**src/rtl/ifetch_queue.sv**
```systemverilog
// ifetch_queue - instruction fetch front end.
//
// Owns the fetch PC, issues word requests to an in-order, multi-cycle
// instruction memory and buffers returned words in a DEPTH-entry FIFO.
// The IF/ID register takes {inst, inst_pc4} through a valid/ready handshake.
// A redirect from MEM flushes the queue. Every response still in flight for
// the wrong path is counted and discarded when it arrives.
//
// Optional feature: define IFQ_BYPASS_EN to let a response go straight to
// the inst* outputs when the queue is empty. This saves one cycle of latency
// but adds a combinational path from imem_rsp_* to inst*.
//
// Parameters:
//   DEPTH     FIFO entries (power of two, >= 2). Also the cap on
//             occupancy + outstanding requests.
//   RESET_PC  fetch address after reset.
// Ports:
//   clk, rst_n                 clock, synchronous active-low reset
//   redirect, redirect_pc      taken branch/jump and its target
//   imem_req_valid/ready/addr  request channel (word-aligned byte address)
//   imem_rsp_valid/data        response channel (always accepted, in order)
//   inst_valid/ready           handshake to IF/ID (ready = ~stall)
//   inst, inst_pc4             instruction and its address + 4
module ifetch_queue #(
  parameter int          DEPTH    = 4,
  parameter logic [31:0] RESET_PC = 32'h0000_0000
) (
  input  logic        clk,
  input  logic        rst_n,
  input  logic        redirect,
  input  logic [31:0] redirect_pc,
  output logic        imem_req_valid,
  input  logic        imem_req_ready,
  output logic [31:0] imem_req_addr,
  input  logic        imem_rsp_valid,
  input  logic [31:0] imem_rsp_data,
  output logic        inst_valid,
  input  logic        inst_ready,
  output logic [31:0] inst,
  output logic [31:0] inst_pc4
);

  localparam int CW = $clog2(DEPTH + 1);
  localparam int PW = $clog2(DEPTH);
  localparam logic [CW:0] DEPTH_C = (CW + 1)'(DEPTH);

  // Control state (reset)
  logic [31:0]   fetch_pc_q, fetch_pc_d;
  logic [31:0]   resp_pc_q, resp_pc_d;
  logic [CW-1:0] count_q, count_d;
  logic [CW-1:0] out_q, out_d;
  logic [CW-1:0] drop_cnt_q, drop_cnt_d;
  logic [PW-1:0] wr_ptr_q, wr_ptr_d;
  logic [PW-1:0] rd_ptr_q, rd_ptr_d;

  // FIFO storage: {instruction, pc+4}. Data only, so it is not reset.
  // An empty queue presents zeros on the outputs instead.
  logic [63:0]   mem_q [DEPTH];
  logic [63:0]   mem_d [DEPTH];

  logic [CW:0]   inflight;
  logic          credit_ok;
  logic          req_fire;
  logic          rsp_take;
  logic          fifo_nonempty;
  logic          push;
  logic          pop_fifo;
  logic [31:0]   rsp_pc4;
  logic [63:0]   head;

  // Credit: never request more than the FIFO can absorb, so a push cannot
  // overflow even while the consumer is stalled.
  assign inflight       = {1'b0, count_q} + {1'b0, out_q};
  assign credit_ok      = inflight < DEPTH_C;
  assign imem_req_valid = rst_n & ~redirect & credit_ok;
  assign imem_req_addr  = fetch_pc_q;
  assign req_fire       = imem_req_valid & imem_req_ready;

  always_comb begin
    // A response is useful only if nothing is left to drop and no redirect
    // is killing it in this very cycle.
    rsp_take      = imem_rsp_valid & (drop_cnt_q == '0) & ~redirect;
    fifo_nonempty = (count_q != '0);
    rsp_pc4       = resp_pc_q + 32'd4;
    head          = mem_q[rd_ptr_q];

    inst_valid = fifo_nonempty;
    inst       = fifo_nonempty ? head[63:32] : 32'd0;
    inst_pc4   = fifo_nonempty ? head[31:0]  : 32'd0;
    push       = rsp_take;
`ifdef IFQ_BYPASS_EN
    // Empty queue: forward the response directly. If it is consumed in
    // the same cycle, it never enters the FIFO.
    if (rsp_take && !fifo_nonempty) begin
      inst_valid = 1'b1;
      inst       = imem_rsp_data;
      inst_pc4   = rsp_pc4;
      push       = ~inst_ready;
    end
`endif
    pop_fifo = fifo_nonempty & inst_ready & ~redirect;
  end

  always_comb begin
    fetch_pc_d = fetch_pc_q;
    resp_pc_d  = resp_pc_q;
    count_d    = count_q;
    out_d      = out_q - CW'(imem_rsp_valid) + CW'(req_fire);
    drop_cnt_d = drop_cnt_q;
    wr_ptr_d   = wr_ptr_q;
    rd_ptr_d   = rd_ptr_q;
    mem_d      = mem_q;

    if (redirect) begin
      // Everything still outstanding belongs to the wrong path, except a
      // response landing right now, which is simply not taken.
      fetch_pc_d = redirect_pc & ~32'h3;
      resp_pc_d  = redirect_pc & ~32'h3;
      count_d    = '0;
      wr_ptr_d   = '0;
      rd_ptr_d   = '0;
      drop_cnt_d = out_q - CW'(imem_rsp_valid);
    end else begin
      if (req_fire) fetch_pc_d = fetch_pc_q + 32'd4;
      if (imem_rsp_valid && drop_cnt_q != '0) drop_cnt_d = drop_cnt_q - CW'(1);
      if (rsp_take) resp_pc_d = rsp_pc4;
      if (push) begin
        mem_d[wr_ptr_q] = {imem_rsp_data, rsp_pc4};
        wr_ptr_d        = wr_ptr_q + PW'(1);
      end
      if (pop_fifo) rd_ptr_d = rd_ptr_q + PW'(1);
      count_d = count_q + CW'(push) - CW'(pop_fifo);
    end
  end

  always_ff @(posedge clk) begin
    if (!rst_n) begin
      fetch_pc_q <= RESET_PC;
      resp_pc_q  <= RESET_PC;
      count_q    <= '0;
      out_q      <= '0;
      drop_cnt_q <= '0;
      wr_ptr_q   <= '0;
      rd_ptr_q   <= '0;
    end else begin
      fetch_pc_q <= fetch_pc_d;
      resp_pc_q  <= resp_pc_d;
      count_q    <= count_d;
      out_q      <= out_d;
      drop_cnt_q <= drop_cnt_d;
      wr_ptr_q   <= wr_ptr_d;
      rd_ptr_q   <= rd_ptr_d;
    end
  end

  always_ff @(posedge clk) begin
    mem_q <= mem_d;
  end

endmodule

```
**config.mk**
```make
export PLATFORM = sky130hd
export DESIGN_NAME = ifetch_queue
export DESIGN_NICKNAME = d
export VERILOG_FILES = /design/src/rtl/ifetch_queue.sv
export SDC_FILE = /design/constraint.sdc
export NUM_CORES = 1
export LEC_CHECK = 0
export CORE_AREA = 2 2 163 165
export CTS_CLUSTER_DIAMETER = 200
export CTS_CLUSTER_SIZE = 30
export DETAILED_ROUTE_END_ITERATION = 10
export DIE_AREA = 0 0 165 167
export HOLD_SLACK_MARGIN = 0.1
export PLACE_DENSITY = 0.87
export SYNTH_ARGS = -nofsm -noshare
export SYNTH_HDL_FRONTEND = slang
export SYNTH_SLANG_ARGS = --single-unit
export TNS_END_PERCENT = 1
```
**constraint.sdc**
```tcl
create_clock -name clk -period 10.53 [get_ports clk]
set_input_delay 2.106 -clock clk [delete_from_list [all_inputs] [get_ports clk]]
set_output_delay 2.106 -clock clk [all_outputs]
set_load 0.005 [all_outputs]
```
==> metrics.md <==
| Metric | Value |
|---|---|
| Vias in the first global route | 8521 |
| RSZ-0062 raised after global routing | false |
| Max cap viols | 0 |
| Average size of a mapped cell | 14.1 sq um |
| Fin. max-slew vios | 0 |
| Sequence of cells on the critical path | clkdlybuf4s50_1 > buf_4 > nand2_1 > nor3_1 > clkdlybuf4s50_1 |
| Clock power frac | 27.6% |
| WL per Instance | 19.3 microns |
| Fraction of layout cells with a size suffix above 1 | 9.42% |
| Worst path max stage delay | 580 ps |
| Die height | 167 microns |
| First-pass GRT wire length | 44500 microns |
| Clk pin slew, worst setup/hold paths | 120 ps |
| Sw frac | 21.7% |
| Total CTS buffers | 14 |
| Synth cell types | between 50 and 60 |
| Number of setup buffers added after CTS | 0 |
| I/O Buffers | between 150 and 200 |
| Worst-Skew Late Latency | 500 ps |
| DR iter-0 viols | roughly 700 |
| Setup crit start kind | input port |
| EDFF count, synth | about 250 |
| Mapped Area | 13800 sq um |
| VDD IR max | 128 uV |
| Core Region | approximately 26000 sq um |
| Sequential share of power | a little over three fifths |
| Internal | approximately 0.0018 W |
| Antenna-violating nets left | 0 |
| Die ar. | approximately 28000 sq um |
| Nets@finish | 1194 |
| Cell mode on critical path | clkdlybuf4s50_1 |
| Synth Instances | just under 1000 |
| Critical path type | in2out |
| Power share of the combinational group | about a tenth |
| IO Pins | 168 |
| Total global routing overflow | 0 |
| Yosys top cell by area | edfxtp_1 |
| CTS H-tree depth | 1 |
| DRT Wirelength | roughly 28000 microns |
| Maximum clock frequency | 0.161 GHz |
| Die W | 165 microns |
| DR vias | 8407 |
| Post-synth top area share | about 54% |
| Initial antenna violation count | 0 |
| TritonRoute pass-1 iters | 5 |
| DRC Markers | 0 |
| Final period utilization | 58.9% |
| Routed vias/inst | a little under 6 |
| CTS Root Cell | clkbuf_16 |
| Ys async rst share | 0% |
| Largest net degree at the start of global routing | 75 |
| Buf/Inv on CP | 3 |
| Pwr per Cell Area | 142 nW/um^2 |
| Overall global routing resource usage | 20.3% |
| Synth area leaders | edfxtp_1 (54%), dfxtp_1 (11%), mux4_2 (10%) |
| Slowest stage cell, crit path | clkdlybuf4s50_1 |
| Max clock buf depth | 3 |
| CTS tree | done |
| Area Overhead vs Synth | 16.6% |
| Row cnt | 59 |
| Slew HR | ~36% |
| Finish-stage setup viols | 0 |
| Final hold vios | 0 |
| Minimum clock period | 6200 ps |
| Ant diodes | 0 |
| Layout Skew | 19.7 ps |
| Cell leakage power | 5.07 nW |
| Sequential area share after synthesis | 64.5% |
| Worst Path Required | roughly 8400 ps |
| # hold bufs at CTS | 0 |
| Post-cts resize count | 0 |
| Setup TNS | 0 ps |
| Initial Util | 53.6% |
| Synth Flop Type | edfxtp_1 |
| Outcome | complete, no violations |
| Sw power | 0.000495 W |
| CP Max Fanout | 39 |
| Worst hold slack | 508 ps |
| Clock sink total | 321 |
| Crit. End Element | output pin |
| Hold Crit Class | reg2reg |
| Worst Path Arrival | 4100 ps |
| CP delay by family, top | buffers and inverters |
| Seq cells post-synth | about 320 |
| Placer's final routability congestion estimate | 0.897 |
| Yosys warns | 0 |
| Hpwl dp | 18100 microns |
| Worst slew pin tran | 954 ps |
==> kinds of logic (layout without fill, tap and decap cells) <==
kind of cell | after synthesis | count (layout) | synth area share (%)
compound gates | 122 | 122 | 5.15
xor+xnor | 66 | 66 | 4.19
fa+ha+maj | 17 | 17 | 1.59
buf+inv | 86 | 220 | 2.55
flops | 321 | 321 | 64.5
mux | 67 | 67 | 10.5
other cells | 1 | 4 | 0.0272
simple gates | 298 | 298 | 11.5
==> worst reg2reg max path, delay by kind of cell, from the launching register on <==
family,cells,cell delay [ps]
fa+ha+maj,4,990
simple gates,3,940
xor+xnor,2,350
flops,1,310
buf+inv,4,290
==> state kept, by name, indices dropped and copies added (netlist names) <==
register       cells
count_q            3
drop_cnt_q         3
imem_req_addr     30
mem_q            248
out_q              3
rd_ptr_q           2
resp_pc_q         30
wr_ptr_q           2
==> cell usage after synthesis (7+ instances only) <==
cell type	number
inv_1	23
ha_1	16
nand2_1	51
nor3_1	27
xnor2_1	38
clkbuf_1	41
dfxtp_1	73
nor2b_1	62
nor2_1	48
o21ai_0	37
and3_1	13
buf_1	7
nand3_1	36
xor2_1	28
nand4_1	23
a21oi_1	43
a31oi_1	18
edfxtp_1	248
mux4_2	62
buf_2	7
==> power by group through the flow <==
stage	Sequential (W)	Clock, W	Combinational [W]
final	0.00144	0.000628	0.000214
after global routing	0.00144	0.000683	0.000235
after CTS	0.00144	0.000645	0.000216
after detailed placement	0.00146	0	0.000214
after global placement	0.00146	0	0.000208
after floorplan	0.00146	0	0.000119
==> per-stage QoR <==
stage	instance area, sq um	setup slack, ps	std cells	utilization [%]	total power [W]
floorplan	13800	5460	981	-	0.00157
global placement	15700	4330	1426	60.9	0.00167
detailed placement	15700	4360	1426	60.9	0.00168
CTS	16100	4340	1450	62.5	0.00230
global route	16100	4230	1450	62.5	0.00236
finish	16100	4330	1450	62.5	0.00228
==> layout by cell type, fill, tap and decap left out, types with 6 or more instances in the layout <==
cell type	netlist	routed
dfxtp_1	73	71
nand2_1	51	51
xor2_1	28	28
a21oi_1	43	43
edfxtp_1	248	248
a31oi_1	18	18
mux4_2	62	62
clkbuf_1	41	8
clkdlybuf4s50_1	0	161
clkbuf_16	0	15
nand4_1	23	23
inv_1	23	22
nor2b_1	62	62
nor2_1	48	48
o21ai_0	37	37
and3_1	13	9
or3_1	6	6
nand3_1	36	36
nor3_1	27	26
ha_1	16	16
buf_4	5	10
xnor2_1	38	38
==> cell type report <==
type	count	area (sq um)
Sequential cell	321	8910
Timing Repair Buffer	171	1690
Inverter	25	93.8
Tap cell	335	419
Clock inverter	1	8.76
Clock buffer	23	405
Multi-Input combinational cell	574	4570
Fill cell	1872	9670
==> final timing paths <==
| kind | startpoint | end | slack [ps] | cells past startpoint |
|---|---|---|---|---|
| max | rst_n | imem_req_valid | 4330 | 5 |
| min | wr_ptr_q[1] | wr_ptr_q[1] | 510 | 2 |
| max reg2reg | drop_cnt_q[0] | count_q[2] | 7570 | 13 |
| min reg2reg | wr_ptr_q[1] | wr_ptr_q[1] | 510 | 2 |
==> per-layer routing <==
| layer | routed length, microns | GRT usage [%] |
|---|---|---|
| met1 | 12200 | 28.9 |
| met2 | 13200 | 33.2 |
| met3 | 2050 | 2.91 |
| met4 | 487 | 5.03 |
| met5 | 0 | 0 |
Power figures use the tool's default switching activity.
